## src/rtl/simon_pkg.sv

```systemverilog
// Shared key-event types for the Simon keypad path.
// pb_event_queue produces key_event_t; simonstate and the display consume them.
package simon_pkg;

  localparam int NKEYS = 16;

  typedef logic [3:0] key_code_t;

  typedef struct packed {
    logic      multi;  // more than one key was held when this press registered
    key_code_t code;   // index of the newly pressed key
  } key_event_t;

endpackage

```

## src/rtl/pb_debounce.sv

```systemverilog
// Keypad conditioner: 2-FF synchronizer followed by a whole-vector debounce.
// Ports:
//   clk, rst   clock, async active-low reset
//   pb_i       raw asynchronous buttons
//   cand_o     vector currently being qualified
//   db_o       last accepted (debounced) vector
//   accept_o   one-cycle strobe: db takes cand on this edge
//   rise_o     keys newly pressed by that accept (cand & ~db)
module pb_debounce #(
  parameter int NKEYS    = 16,
  parameter int DEBOUNCE = 2
) (
  input  logic             clk,
  input  logic             rst,
  input  logic [NKEYS-1:0] pb_i,
  output logic [NKEYS-1:0] cand_o,
  output logic [NKEYS-1:0] db_o,
  output logic             accept_o,
  output logic [NKEYS-1:0] rise_o
);

  localparam int CW = (DEBOUNCE < 1) ? 1 : $clog2(DEBOUNCE + 1);
  localparam logic [CW-1:0] CNT_MAX = CW'(DEBOUNCE);

  logic [NKEYS-1:0] s1_q, s2_q;
  logic [NKEYS-1:0] cand_q, cand_d;
  logic [NKEYS-1:0] db_q, db_d;
  logic [CW-1:0]    cnt_q, cnt_d;
  logic             accept;

  // Any change of the synchronized vector restarts qualification; the vector
  // must then hold for DEBOUNCE further edges before it replaces db.
  always_comb begin
    cand_d = cand_q;
    cnt_d  = cnt_q;
    db_d   = db_q;
    accept = 1'b0;
    if (s2_q != cand_q) begin
      cand_d = s2_q;
      cnt_d  = '0;
    end else if (cnt_q != CNT_MAX) begin
      cnt_d = cnt_q + 1'b1;
    end else if (db_q != cand_q) begin
      db_d   = cand_q;
      accept = 1'b1;
    end
  end

  always_ff @(posedge clk or negedge rst) begin
    if (!rst) begin
      s1_q   <= '0;
      s2_q   <= '0;
      cand_q <= '0;
      cnt_q  <= '0;
      db_q   <= '0;
    end else begin
      s1_q   <= pb_i;
      s2_q   <= s1_q;
      cand_q <= cand_d;
      cnt_q  <= cnt_d;
      db_q   <= db_d;
    end
  end

  assign cand_o   = cand_q;
  assign db_o     = db_q;
  assign accept_o = accept;
  assign rise_o   = cand_q & ~db_q;

endmodule

```

## src/rtl/pb_event_queue.sv

```systemverilog
// Keypad front end for simonstate: debounced press edges are encoded to a
// key code and queued so presses made while the consumer is busy survive.
// Ports:
//   clk, rst   100 Hz clock, async active-low reset
//   pb         raw pushbuttons
//   pop        consumer takes the head event this cycle (ignored when empty)
//   clear      synchronous flush of queue and overflow flag
//   valid      queue non-empty
//   code       head key index (0 when empty)
//   multi      head event had >1 key held (0 when empty)
//   count      entries held
//   overflow   sticky: a press was dropped because the queue was full
module pb_event_queue #(
  parameter int NKEYS    = 16,
  parameter int DEBOUNCE = 2,
  parameter int DEPTH    = 4
) (
  input  logic                     clk,
  input  logic                     rst,
  input  logic [NKEYS-1:0]         pb,
  input  logic                     pop,
  input  logic                     clear,
  output logic                     valid,
  output logic [3:0]               code,
  output logic                     multi,
  output logic [$clog2(DEPTH):0]   count,
  output logic                     overflow
);

  import simon_pkg::*;

  localparam int AW = $clog2(DEPTH);
  localparam int CNTW = AW + 1;
  localparam logic [CNTW-1:0] FULL_CNT = CNTW'(DEPTH);

  logic [NKEYS-1:0] cand, db, rise;
  logic             accept;

  pb_debounce #(.NKEYS(NKEYS), .DEBOUNCE(DEBOUNCE)) u_db (
    .clk      (clk),
    .rst      (rst),
    .pb_i     (pb),
    .cand_o   (cand),
    .db_o     (db),
    .accept_o (accept),
    .rise_o   (rise)
  );

  // Encoder: lowest newly-pressed key wins, so simultaneous rises collapse
  // into a single event.
  key_event_t ev;
  always_comb begin
    ev.code = '0;
    for (int i = NKEYS - 1; i >= 0; i--) begin
      if (rise[i]) ev.code = i[3:0];
    end
    // x & (x-1) clears the lowest set bit; non-zero means two or more held.
    ev.multi = |(cand & (cand - 1'b1));
  end

  // FIFO
  key_event_t      mem_q [DEPTH];
  logic [AW-1:0]   wr_ptr_q, wr_ptr_d;
  logic [AW-1:0]   rd_ptr_q, rd_ptr_d;
  logic [CNTW-1:0] count_q, count_d;
  logic            ovf_q, ovf_d;
  logic            push_req, do_push, do_pop, full, wr_en;

  assign valid    = (count_q != '0);
  assign full     = (count_q == FULL_CNT);
  assign push_req = accept & (|rise);
  assign do_pop   = pop & valid;
  // When full, a same-cycle pop frees the slot the push lands in.
  assign do_push  = push_req & (~full | do_pop);
  assign wr_en    = do_push & ~clear;

  always_comb begin
    wr_ptr_d = wr_ptr_q;
    rd_ptr_d = rd_ptr_q;
    count_d  = count_q;
    ovf_d    = ovf_q | (push_req & full & ~do_pop);
    if (clear) begin
      wr_ptr_d = '0;
      rd_ptr_d = '0;
      count_d  = '0;
      ovf_d    = 1'b0;
    end else begin
      if (do_push) wr_ptr_d = wr_ptr_q + 1'b1;
      if (do_pop)  rd_ptr_d = rd_ptr_q + 1'b1;
      case ({do_push, do_pop})
        2'b10:   count_d = count_q + 1'b1;
        2'b01:   count_d = count_q - 1'b1;
        default: count_d = count_q;
      endcase
    end
  end

  always_ff @(posedge clk or negedge rst) begin
    if (!rst) begin
      wr_ptr_q <= '0;
      rd_ptr_q <= '0;
      count_q  <= '0;
      ovf_q    <= 1'b0;
    end else begin
      wr_ptr_q <= wr_ptr_d;
      rd_ptr_q <= rd_ptr_d;
      count_q  <= count_d;
      ovf_q    <= ovf_d;
    end
  end

  // Storage needs no reset: it is only observed through valid.
  always_ff @(posedge clk) begin
    if (wr_en) mem_q[wr_ptr_q] <= ev;
  end

  key_event_t head;
  assign head     = mem_q[rd_ptr_q];
  assign code     = valid ? head.code  : 4'd0;
  assign multi    = valid ? head.multi : 1'b0;
  assign count    = count_q;
  assign overflow = ovf_q;

endmodule

```

## config.mk

```make
export PLATFORM = sky130hd
export DESIGN_NAME = pb_event_queue
export DESIGN_NICKNAME = d
export VERILOG_FILES = /design/src/rtl/simon_pkg.sv /design/src/rtl/pb_debounce.sv /design/src/rtl/pb_event_queue.sv
export SDC_FILE = /design/constraint.sdc
export NUM_CORES = 1
export LEC_CHECK = 0
export BUFFER_PORTS_ARGS = -buffer_cell sky130_fd_sc_hd__buf_4
export CAP_MARGIN = 20
export CORE_UTILIZATION = 56
export CTS_BUF_LIST = sky130_fd_sc_hd__clkbuf_4
export CTS_CLUSTER_DIAMETER = 150
export DETAILED_ROUTE_END_ITERATION = 6
export GPL_ROUTABILITY_DRIVEN = 1
export PLACE_DENSITY = 0.78
export REMOVE_ABC_BUFFERS = 1
export SYNTH_ARGS = -nofsm -noshare
export SYNTH_HDL_FRONTEND = slang
export SYNTH_SLANG_ARGS = --single-unit
```

## constraint.sdc

```tcl
create_clock -name clk -period 2.86 [get_ports clk]
set_input_delay 0.858 -clock clk [delete_from_list [all_inputs] [get_ports clk]]
set_output_delay 0.858 -clock clk [all_outputs]
set_load 0.02 [all_outputs]
```

-- Word-level counts from Yosys, hierarchy flattened
Memory sizes are Yosys's and may differ from the RTL's.
Index checks and enable logic that the tools add are counted.
- add/subtract/negate cells: 6
- mux-type cells: 32
- order comparisons: 0
- equal/unequal tests: 6
- div/mod/pow operators: 0
- multipliers: 0
- shifts and indexed selects: 0
- reductions and logical operators: 8
- bitwise gates (word level): 16
- operators with widths (cell ; number):
    two-way mux 4 bit ; 17
    bitwise AND 16 bit ; 2
    inequality test 16 bit ; 2
    OR reduction 16 bit ; 2
    inverter 16 bit ; 1
    subtractor 16 x 1 -> 16 bit, second input constant ; 1
    two-way mux 2 bit ; 6
    two-way mux 1 bit ; 7
    adder 2 x 1 -> 2 bit, second input constant ; 3
    bitwise AND 1 bit ; 6
    case mux 3 bit (2 select lines) ; 1
    nonzero test 2 bit ; 3
    nonzero test 3 bit ; 2
    inverter 1 bit ; 5
    adder 3 x 1 -> 3 bit, second input constant ; 1
    equality test 3 bit, second input constant ; 1
    two-way mux 3 bit ; 1
    AND reduction 3 bit ; 1
    subtractor 3 x 1 -> 3 bit, second input constant ; 1
    equality test 2 x 1 -> 1 bit, second input constant ; 1
    equality test 2 bit, second input constant ; 1
    inequality test 2 bit, second input constant ; 1
    OR 1 bit ; 2
- memories kept: 1
- bits of input ports: 20
- ROM bits: 0
- memory bits (writable): 20
- logic and storage cells: 78
- register bits: 74
- bits in latches: 0
- memories (name ; depth ; width ; rd ports ; clocked after memory_dff ; wr ports ; RTL line ; RTL):
    mem_q ; 4 ; 5 ; 1 ; 0 ; 1 ; pb_event_queue.sv:62 ; key_event_t mem_q [DEPTH];

-- Depth between registers and ports, before layout
Gate-level depths: netlist of the first run.
- depth after elaboration: 18
- mapped depth: 10
- mapped depth without buffers: 10

-- Modules after synthesis
A second synthesis of the first run with hierarchy kept.
- cell total of the unflattened synthesis: 303
- area, all modules: 4046.4 um^2
- modules (own cells, without submodules) (module ; area an instance (um^2) ; instances ; cells an instance):
    pb_debounce ; 2421.1 ; 1 ; 165
    pb_event_queue ; 1625.3 ; 1 ; 138

-- Worst setup path after synthesis of the first run
OpenSTA, ideal clock, no wires.
- kind: reg-to-reg
- from: reg u_db.cand_q[1], in the netlist u_db.cand_o[1]
- to: reg count_q[2], in the netlist count[2]
- arrival time: 2.558 ns
- cell stages (with the launch flop): 10
- required time: 2.735 ns
- path slack: 0.177 ns
- setup time: 0.125 ns
- cell sequence: dfrtp_1 ha_1 or4_4 nor4_4 or2_4 o21ai_4 clkinv_4 fa_1 mux2i_2 mux2_4
- longest elaborated chain between the ends: 9
- elaborated cells on any way between the ends: 14
- those cells by class: eq/ne: 4; mux: 5; bitwise: 3; reduce/logical: 2
- ends and longest elaborated chain (item ; RTL line ; RTL):
    start: declaration ; pb_debounce.sv:26 ; logic [NKEYS-1:0] cand_q, cand_d;
    start signal: assignment ; pb_debounce.sv:59 ; cand_q <= cand_d;
    inequality test 16 bit ; pb_debounce.sv:43 ; end else if (db_q != cand_q) begin
    two-way mux 1 bit ; pb_debounce.sv:43 ;
    two-way mux 1 bit ; pb_debounce.sv:41 ; end else if (cnt_q != CNT_MAX) begin
    two-way mux 1 bit ; pb_debounce.sv:38 ; if (s2_q != cand_q) begin
    bitwise AND 1 bit (*) ; pb_event_queue.sv:71 ; assign push_req = accept & (|rise);
    bitwise AND 1 bit (*) ; pb_event_queue.sv:74 ; assign do_push = push_req & (~full | do_pop);
    equality test 2 x 1 -> 1 bit or equality test 2 bit (tied branches) ; pb_event_queue.sv:90 ; case ({do_push, do_pop})
    case mux 3 bit (2 select lines) ; pb_event_queue.sv:90 ;
    two-way mux 3 bit ; pb_event_queue.sv:82 ; if (clear) begin
    end signal: assignment ; pb_event_queue.sv:107 ; count_q <= count_d;
    end: declaration ; pb_event_queue.sv:65 ; logic [CNTW-1:0] count_q, count_d;
Every way passes the cells marked *; elsewhere a longest branch is shown, timed or not.
A chain may end at the register's enable or synchronous reset.

-- Final worst setup path of the first run
- from: reg u_db.cand_q[7], in the netlist u_db.cand_o[7]
- to: reg count_q[2], in the netlist count[2]
The elaborated chain is that of the path after synthesis.

==> results of run 1 <==
==> worst max-delay path: cells and delay by family, from the launching register on <==
kind	cells	cell delay, ns
DFF	1	0.45
AOI/OAI and AO/OA	1	0.07
and+or+nand+nor	3	1.09
buffers and inverters	1	0.06
adders and majority gates	2	0.43
muxes	2	0.54
==> cells by family after synthesis <==
| group | after synthesis | share of synthesized area [%] |
|---|---|---|
| xor+xnor | 20 | 4.37 |
| compound gates | 40 | 6.15 |
| buf+inv | 48 | 4.68 |
| fa+ha+maj | 25 | 7.80 |
| mux | 8 | 3.78 |
| simple gates | 85 | 12.1 |
| flops | 94 | 61.2 |
==> sequential cells by signal, summed over array words and instances (netlist names) <==
name / flops
count: 3
mem_q: 20
overflow: 1
rd_ptr_q: 2
u_db.cand_o: 16
u_db.cnt_q: 2
u_db.db_o: 16
u_db.s1_q: 16
u_db.s2_q: 16
wr_ptr_q: 2
==> through the flow <==
step	TNS, ns	util [%]	setup WS (ns)	instances	area [um2]
after floorplan	-8.01	-	-0.401	297	3920
after global placement	0	63.2	0.152	433	4340
after detailed placement	0	63.2	0.0949	433	4340
after CTS	0	65.3	0.0637	449	4490
after global routing	0	65.4	0.00655	449	4490
final	0	65.4	0.132	449	4490
==> layout make-up <==
type	instances	area share (%)
clock inverter	6	1.50
sequential	94	54.6
inverter	25	2.20
clock buffer	10	1.67
tap	96	2.67
multi-input combinational	178	30.6
timing repair buffer	40	6.68
==> how the worst min path moves through the flow <==
stage	from	end	slack [ns]
after CTS	u_db.s1_q[2]$_DFF_PN0_	u_db.s2_q[2]$_DFF_PN0_	0.36
after detailed placement	u_db.s1_q[1]$_DFF_PN0_	u_db.s2_q[1]$_DFF_PN0_	0.34
final	u_db.s1_q[2]$_DFF_PN0_	u_db.s2_q[2]$_DFF_PN0_	0.36
after global routing	u_db.s1_q[6]$_DFF_PN0_	u_db.s2_q[6]$_DFF_PN0_	0.37
after global placement	u_db.s1_q[7]$_DFF_PN0_	u_db.s2_q[7]$_DFF_PN0_	0.33
after floorplan	u_db.s1_q[0]$_DFF_PN0_	u_db.s2_q[0]$_DFF_PN0_	0.33
==> routing by layer <==
metal / vias up / GRT usage [%]
met5: - / 0
met1: 1151 / 24.5
li1: 1157 / -
met4: 0 / 10.9
met3: 18 / 3.43
met2: 52 / 34.1
==> power groups by stage <==
stage          combinational, W  sequential [W]  clock [W]
6_report               0.000372         0.00147   0.000716
5_1_grt                0.000413         0.00148   0.000794
2_1_floorplan          0.000215         0.00150          0
3_5_place_dp           0.000378         0.00150          0
4_1_cts                0.000379         0.00147   0.000742
3_3_place_gp           0.000369         0.00150          0
==> Yosys cell counts (2+ instances only) <==
master | number | area [um2]
edfxtp_1 | 20 | 601
o21ai_1 | 17 | 85.1
or4_1 | 4 | 30.0
nand2_1 | 17 | 63.8
nor4_1 | 5 | 31.3
dfrtp_1 | 74 | 1850
ha_1 | 21 | 263
a31oi_1 | 3 | 18.8
nand3_1 | 3 | 15.0
nor2_1 | 19 | 71.3
xnor2_1 | 2 | 17.5
nor3_1 | 9 | 45.0
maj3_1 | 3 | 30.0
xor2_1 | 18 | 158
o21bai_1 | 2 | 15.0
buf_2 | 2 | 10.0
mux4_2 | 5 | 113
or4_4 | 2 | 22.5
and2_1 | 9 | 56.3
o21ai_0 | 3 | 15.0
or3_1 | 3 | 18.8
clkbuf_1 | 20 | 75.1
inv_1 | 24 | 90.1
nor2b_1 | 2 | 12.5
nand4_1 | 4 | 25.0
a21oi_1 | 6 | 30.0
==> what timing repair did <==
item,in CTS,in global routing
endpoints found under the setup margin,0,7
gates resized for setup,0,5
hold buffers,0,0
==> run metrics, run 1 <==
Sink Count 94; CTS buffer count 9; GPL Wtd Cong 0.824; commonest non-fill, non-tap cell in the layout dfrtp_1; DRT Pass-1 Iters 4; Setup CP Type flop to flop; htree depth 3; Worst Setup EP count[2]$_DFFE_PN0P_; vias in the first global route 2,458; Worst path max stage delay 0.57 ns; post-route ant nets 0; DRT Wirelength 6320 um; Post-CTS Setup Bufs 0; initial DRC count 145; element type at the critical path end flop; register area share after synthesis 61.2%; Post-Syn Instances 320; final hold violation count 0; number of synthesized flops with an enable pin 20; first-pass GRT wire length 11,100 um; Post-synth ARST share 78.7%; footprint of the multi-input gates 0.00138 mm2; status finished, final reports clean; RR Endpoint count[2]$_DFFE_PN0P_; I/O pins 30; fraction of power spent switching nets 26.7%; average routed wire per standard cell 14.1 um; top sig layer met4; FF+latch count, synth 94; power density over cell area 569 mW/mm2; port bufs 29; fin crit period 2.73 ns; CP Launch Type flop; Slew Viols, Final 0; Gate power share 14.5%; fin crit share 95.4%; initial antenna violation count 0; Die H 86.6 um; syn avg cell area 12.5 um2; core area 0.00687 mm2; register share of total power 57.5%; DR WL met3 210 um; Yosys cell types 49; Mapped Area 0.00401 mm2; Initial Util 58.4%; Final #Nets 390; gr usage total 20.0%; CTS max path bufs 2; total grt overflow 0; CP required 3.21 ns; largest net degree at the start of global routing 75; root buf cell clkbuf_4; cells on worst reg2reg path 9; M1 wire length 2680 um; Reg area 0.00246 mm2; total power 0.00256 W; CTS tree yes; maximum VDD drop 0.000348 V; fmax 367 MHz; Antenna Diode Count 0; P_leak 1.91 nW; Synth Flop Type dfrtp_1; yosys warns 0; Clock Latency Late Sink 0.44 ns; row count 30; via/cell ratio 5.30; Post-DP HPWL 4630 um; Slew HR 39.1%; vias 2,378; worst hold stages 0; final setup vio count 0; Slew @ Worst Pin 0.913 ns; most frequent cells in the layout dfrtp_1 (71), buf_4 (40), inv_1 (24), ha_1 (20), edfxtp_1 (20); max-cap viol count 0; Min-Delay Path Class flop to flop; layout cells sized above 1 22.4%; Critical Path Fanout Max 5; DR DRC count 0; Hold Worst Slack 0.361 ns; area delta synth->final 12.1%; clock share of power 28.0%; crit path from u_db.cand_o[7]$_DFFE_PN0P_; Clock transition at path regs 0.15 ns; RSZ-0062 raised after global routing false; Arr. time, crit path 3.08 ns; setup slack, reg-to-reg 0.13 ns; Pint 0.00188 W; reg2reg start u_db.cand_o[7]$_DFFE_PN0P_; clk_skew 0.0221 ns; die area 0.00750 mm2; Net Switching 0.000683 W; DR WL met2 3230 um; crit-path cells ha_1, or4_4, nor4_4, or2_4, o21ai_4, clkinv_4, fa_1, mux2i_2, mux2_4; Filler cells 528; Die W 86.6 um; slowest cell on the critical path or4_4
(Power assumes the default switching activity.)
==> inputs of run 2 (changes only) <==
- GPL_TIMING_DRIVEN: default -> 0
==> run 2 against run 1 <==
  * Clock skew down 0.0076 ns
  * Worst hold slack better by 0.00097 ns
  * Largest cell class unchanged
  * Largest power group unchanged
  * Final cell count up 0.67%
  * Combinational power down 1%
  * Die area unchanged
  * Critical path depth unchanged
  * Design area up 0.89%
  * Non-clock buffer count up 4
  * Global-route usage down 1.3 points
  * First-iteration DRC count down 44%
==> run metrics, run 2 (synthesized netlist as in run 1, its figures left out) <==
port bufs 29 (unchanged); final setup vio count 0 (unchanged); Arr. time, crit path 3.08 ns (about the same); most frequent cells in the layout dfrtp_1 (67), buf_4 (43), inv_1 (24), ha_1 (21), edfxtp_1 (20); Slew Viols, Final 0 (unchanged); RR Endpoint count[2]$_DFFE_PN0P_; setup_tns 0 ns (unchanged); die area 0.00750 mm2 (unchanged); initial DRC count 81 (-44%); largest net degree at the start of global routing 75 (unchanged); cells on worst reg2reg path 9 (unchanged); dpl ws -0.109 ns (-0.204 ns); Final #Nets 394 (+1.0%); first-pass GRT wire length 10,500 um (-5.7%); worst hold stages 0 (unchanged); CP Launch Type flop; via/cell ratio 5.25 (-0.79%); I/O pins 30 (unchanged); Clock transition at path regs 0.14 ns (about the same); Die W 86.6 um (unchanged); DR DRC count 0 (unchanged); core area 0.00687 mm2 (unchanged); max-cap viol count 0 (unchanged); Non-Filler Instances 452 (+0.67%); DRT Wirelength 6320 um (+0.11%); area delta synth->final 13.1%; total grt overflow 0 (unchanged); Setup CP Type flop to flop; P_leak 1.93 nW (+0.95%); gr usage total 18.7% (-1.3 points); Die H 86.6 um (unchanged); crit path from u_db.cand_o[1]$_DFFE_PN0P_; fin crit share 95.9% (+0.55 points); htree depth 3 (unchanged); post-route ant nets 0 (unchanged); fmax 364 MHz (-0.57%); vias 2,375 (-0.13%); CTS Hold Bufs 0 (unchanged); Sink Count 94 (unchanged); Antenna Diode Count 0 (unchanged); CTS tree yes; reg2reg start u_db.cand_o[1]$_DFFE_PN0P_; largest reg by FF count mem_q; Critical Path Fanout Max 4 (-1); Clock Latency Late Sink 0.44 ns (about the same); Slew HR 38.7% (-0.41 points); fin crit period 2.74 ns (+0.0156 ns); CP required 3.20 ns (about the same); Slew @ Worst Pin 0.919 ns (+0.00610 ns); maximum VDD drop 0.000358 V (+2.7%); element type at the critical path end flop; layout cells sized above 1 24.2% (+1.8 points); final hold violation count 0 (unchanged); commonest non-fill, non-tap cell in the layout dfrtp_1; GPL Wtd Cong 0.841 (+2.1%); status finished, final reports clean; RSZ-0062 raised after global routing false; Min-Delay Path Class flop to flop; Post-DP HPWL 4460 um (-3.7%); row count 30 (unchanged); placed cells 423 (-2.3%); power density over cell area 559 mW/mm2 (-1.8%); CTS max path bufs 2 (unchanged); Initial Util 58.4% (unchanged); setup slack, reg-to-reg 0.12 ns (-0.02 ns); clk_skew 0.0145 ns (-0.00756 ns); root buf cell clkbuf_4; initial antenna violation count 0 (unchanged); PnR worst setup slack 0.116 ns (-0.0156 ns); DRT Pass-1 Iters 4 (unchanged); average routed wire per standard cell 14.0 um (-0.55%); max reg flops 20 (unchanged); vias in the first global route 2,280 (-7.2%); CTS buffer count 9 (unchanged); Worst Setup EP count[2]$_DFFE_PN0P_
[run 2: how the worst min path moves through the flow]
stage                                  startpoint                       to  slack, ns
after global routing       u_db.s1_q[8]$_DFF_PN0_   u_db.s2_q[8]$_DFF_PN0_       0.37
after floorplan            u_db.s1_q[0]$_DFF_PN0_   u_db.s2_q[0]$_DFF_PN0_       0.33
after detailed placement  u_db.s1_q[14]$_DFF_PN0_  u_db.s2_q[14]$_DFF_PN0_       0.33
after global placement     u_db.s1_q[7]$_DFF_PN0_   u_db.s2_q[7]$_DFF_PN0_       0.33
final                      u_db.s1_q[1]$_DFF_PN0_   u_db.s2_q[1]$_DFF_PN0_       0.36
after CTS                 u_db.s1_q[14]$_DFF_PN0_  u_db.s2_q[14]$_DFF_PN0_       0.37
[run 2: layout make-up]
cell class | instances | area (um2)
Clock inverter | 6 | 60.1
Multi-Input combinational cell | 178 | 1390
Sequential cell | 94 | 2460
Fill cell | 530 | 2330
Tap cell | 96 | 120
Timing Repair Buffer | 44 | 338
Clock buffer | 9 | 67.6
Inverter | 25 | 98.8
[run 2: report_power, final]
part | internal (W) | switching (W)
Clock | 0.000263 | 0.000430
Sequential | 0.00142 | 0.0000597
Combinational | 0.000178 | 0.000189
Total | 0.00186 | 0.000679
[run 2: critical path, stage by stage, from the launching register on]
cell and delay [ns]:
dfrtp_2 0.46, ha_1 0.25, or4_4 0.58, nor4_4 0.30, or2_4 0.19, o21ai_4 0.07
clkinv_4 0.07, fa_1 0.18, mux2i_2 0.24, mux2_4 0.31
[run 2: repair_timing]
item	in CTS	in global routing
gates resized for setup	3	7
endpoints found under the setup margin	21	26
buffers inserted	1	13
pin swaps	1	4
hold endpoints to repair	0	0
[run 2: layer usage]
metal  vias to the layer above  GRT usage, %  wire length, um
met1                      1151          22.9             2840
met5                         -             0                0
li1                       1165             -                -
met2                        45          32.4             3170
met3                        14          3.81              200
met4                         0          8.33              114
[run 2: per-stage QoR]
stage          utilization (%)  area (um2)  total power [W]  hold slack, ns
4_1_cts                   64.4        4430          0.00255           0.366
2_1_floorplan                -        3920          0.00171           0.331
3_3_place_gp              62.0        4260          0.00185           0.331
3_5_place_dp              62.3        4280          0.00187           0.335
5_1_grt                   66.0        4530          0.00265           0.370
6_report                  66.0        4530          0.00253           0.362
==> inputs of run 3 (changes only) <==
- BUFFER_PORTS_ARGS: -buffer_cell sky130_fd_sc_hd__buf_4 -> -buffer_cell sky130_fd_sc_hd__buf_2
- SYNTH_HIERARCHICAL: default -> 1
==> run 3 against run 2 <==
  * Worst setup slack worse by 0.11 ns
  * Via count is 3.3% lower
  * Sequential power is 3% lower
  * Design area is 0.66% higher
  * Global-route usage is 0.63 points higher
  * Routed wire length is 0.59% higher
  * Count of clock-buffer cells in the layout is 1 higher
  * Worst hold slack hardly changed
  * Clock power is 3.8% higher
  * Critical endpoint unchanged
  * Largest cell class unchanged
==> run metrics, run 3 <==
port bufs 29 (unchanged); DR DRC count 0 (unchanged); RR Endpoint count[2]$_DFFE_PN0P_; Worst path max stage delay 0.41 ns (-0.17 ns); hold path start u_db/s1_q[11]$_DFF_PN0_; layout cells sized above 1 28.9% (+4.7 points); Sink Count 94 (unchanged); Arr. time, crit path 3.19 ns (+0.11 ns); Post-DP HPWL 4330 um (-3.0%); gr usage total 19.4% (+0.63 points); Filler cells 493 (-7.0%); Clock transition at path regs 0.14 ns (about the same); Initial Util 58.9% (+0.53 points); Hold Path Sink u_db/s2_q[11]$_DFF_PN0_; Mapped Area 0.00405 mm2 (+0.90%); Slew HR 39.7% (+0.92 points); P_leak 1.96 nW (+1.6%); DRT Pass-1 Iters 4 (unchanged); Post-Syn Instances 303 (-5.3%); crit-path cells xor2_1, nor4_2, nand4_1, nor2_4, inv_2, a41oi_4, nor2_2, fa_2, or3_1, o21ai_2, mux2_4; Antenna Diode Count 0 (unchanged); top cell type's share of synthesized area 45.8% (-0.41 points); Die H 87.0 um (+0.44%); average routed wire per standard cell 14.5 um (+3.6%); element type at the critical path end flop; cells on worst reg2reg path 11 (+2); Post-synth top cells dfrtp_1 (74), inv_1 (24), nor2_1 (23), ha_1 (21), edfxtp_1 (20); post-layout util 66.4% (+0.44 points); footprint of the multi-input gates 0.00148 mm2 (+6.5%); Clock Latency Late Sink 0.44 ns (about the same); max-cap viol count 0 (unchanged); Yosys cell types 46 (-6.1%); reg2reg start u_db/s2_q[12]$_DFF_PN0_; fmax 351 MHz (-3.8%); RSZ-0062 raised after global routing true; root buf cell clkbuf_4; vias 2,297 (-3.3%); cell family with most CP delay simple AND/OR/NAND/NOR gates; Final #Nets 380 (-3.6%); top cells by area, synth dfrtp_1 (46%), edfxtp_1 (15%), ha_1 (6.5%), xor2_1 (3.7%), mux2_1 (3.6%); Critical Path Fanout Max 2 (-2); buffer and inverter count on the worst path 1 (unchanged); max reg flops 20 (unchanged); clk_skew 0.0148 ns (+0.000325 ns); Hold Worst Slack 0.363 ns (+0.000301 ns); largest reg by FF count mem_q; die area 0.00757 mm2 (+0.89%); Yosys top cell by area dfrtp_1; initial DRC count 110 (+36%); GPL Wtd Cong 0.899 (+6.9%); CTS buffer count 9 (unchanged); CP Launch Type flop; number of synthesized flops with an enable pin 20 (unchanged); via/cell ratio 5.23 (-0.42%); CTS max path bufs 2 (unchanged); final setup vio count 0 (unchanged); Synth Flop Type dfrtp_1; row count 30 (unchanged); initial antenna violation count 0 (unchanged); first-pass GRT wire length 10,600 um (+1.3%); final hold violation count 0 (unchanged); DRT Wirelength 6360 um (+0.59%); I/O pins 30 (unchanged); area delta synth->final 12.8%; Min-Delay Path Class flop to flop; worst hold stages 0 (unchanged); most frequent cells in the layout dfrtp_1 (63), buf_2 (28), inv_1 (23), nor2_1 (22), ha_1 (21); commonest non-fill, non-tap cell in the layout dfrtp_1; setup slack, reg-to-reg 0.007 ns (-0.11 ns); Slew Viols, Final 0 (unchanged); core area 0.00687 mm2 (unchanged); vias in the first global route 2,281 (+0.044%); syn avg cell area 13.4 um2 (+6.6%); CTS Hold Bufs 0 (unchanged); yosys warns 6 (+6); count leader, synth dfrtp_1; FF+latch count, synth 94 (unchanged); status finished, final reports clean; Non-Filler Instances 439 (-2.9%); largest net degree at the start of global routing 75 (unchanged); Setup CP Type flop to flop; post-route ant nets 0 (unchanged); total grt overflow 0 (unchanged); placed cells 409 (-3.3%); slowest cell on the critical path dfrtp_1; fin crit period 2.85 ns (+0.109 ns); Post-synth ARST share 78.7% (unchanged); register area share after synthesis 60.6% (-0.55 points); Slew @ Worst Pin 0.905 ns (-0.0138 ns); Die W 87.0 um (+0.44%); CP required 3.20 ns (about the same); fin crit share 99.7% (+3.8 points); CTS tree yes; power density over cell area 499 mW/mm2 (-11%); Reg area 0.00247 mm2 (+0.20%); maximum VDD drop 0.000391 V (+9.3%); htree depth 3 (unchanged)
==> run 3: changes by cell type in the layout (fill, tap and decap cells not counted), sizes merged, moves of 6 or more <==
| cell | previous run | this run |
|---|---|---|
| nand2 | 17 | 5 |
| mux2 | 1 | 17 |
| o21ai | 21 | 8 |
| nor2b | 2 | 8 |
==> run 3: worst max path at each step <==
stage	slack, ns	startpoint	to	cells past startpoint
5_1_grt	-0.11	u_db/s2_q[12]$_DFF_PN0_	count[2]$_DFFE_PN0P_	11
2_1_floorplan	-0.23	u_db/cand_o[1]$_DFFE_PN0P_	count[2]$_DFFE_PN0P_	11
3_5_place_dp	-0.86	u_db/cand_o[12]$_DFFE_PN0P_	count[2]$_DFFE_PN0P_	11
3_3_place_gp	-0.81	u_db/cand_o[12]$_DFFE_PN0P_	count[2]$_DFFE_PN0P_	11
4_1_cts	-0.04	u_db/cand_o[13]$_DFFE_PN0P_	count[2]$_DFFE_PN0P_	11
6_report	0.007	u_db/s2_q[12]$_DFF_PN0_	count[2]$_DFFE_PN0P_	11
==> run 3: per-layer routing <==
metal / part of all wire (%) / track usage [%] / vias up / routed length [um]
met3: 3.5 / 6.92 / 8 / 221
li1: - / - / 1111 / -
met1: 44 / 23.3 / 1131 / 2780
met2: 51 / 32.1 / 47 / 3270
met5: 0 / 0 / - / 0
met4: 1.5 / 7.42 / 0 / 95
==> run 3: worst register-to-register path: cells and delay by family, from the launching register on <==
| kind | cells | cell delay (ns) |
|---|---|---|
| compound gates | 2 | 0.28 |
| xor+xnor | 1 | 0.18 |
| fa+ha+maj | 1 | 0.35 |
| buf+inv | 1 | 0.06 |
| flops | 1 | 0.41 |
| mux | 1 | 0.31 |
| simple gates | 5 | 1.17 |
==> run 3: kinds of logic (layout without fill, tap and decap cells) <==
group / after synthesis / in the layout / synth area share (%)
adder cells (fa/ha/maj): 23 / 23 / 7.24
AO/OA/AOI/OAI: 29 / 29 / 4.89
XOR/XNOR: 20 / 20 / 4.33
flip-flops: 94 / 94 / 60.6
AND/OR/NAND/NOR: 69 / 69 / 10.5
buffers and inverters: 43 / 83 / 4.17
multiplexers: 25 / 25 / 8.26
==> run 3: area by class of cell <==
type / count / share of cell area, %
clock buffers: 10 / 1.64
clock inverters: 6 / 1.51
inverters: 24 / 1.97
multi-input cells: 166 / 32.4
flip-flops and latches: 94 / 54.0
well taps: 96 / 2.63
repair buffers: 43 / 5.81
==> run 3: what timing repair did <==
| action | 4_1_cts | 5_1_grt |
|---|---|---|
| pin swaps | 9 | 4 |
| buffers inserted | 7 | 7 |
| endpoints found under the setup margin | 25 | 22 |
| gates resized for setup | 13 | 11 |
==> run 3: through the flow <==
stage / TNS [ns] / worst slack (ns) / area (um2) / total power [W]
finish: 0 / 0.00749 / 4560 / 0.00228
global route: -0.160 / -0.108 / 4560 / 0.00239
CTS: -0.0400 / -0.0400 / 4470 / 0.00229
detailed placement: -10.20 / -0.858 / 4240 / 0.00157
global placement: -9.32 / -0.809 / 4230 / 0.00156
floorplan: -0.225 / -0.225 / 3970 / 0.00151
==> run 3: where the power goes <==
group | switching (W) | internal (W)
Clock | 0.000435 | 0.000283
Combinational | 0.0000768 | 0.0000553
Sequential | 0.0000262 | 0.00140
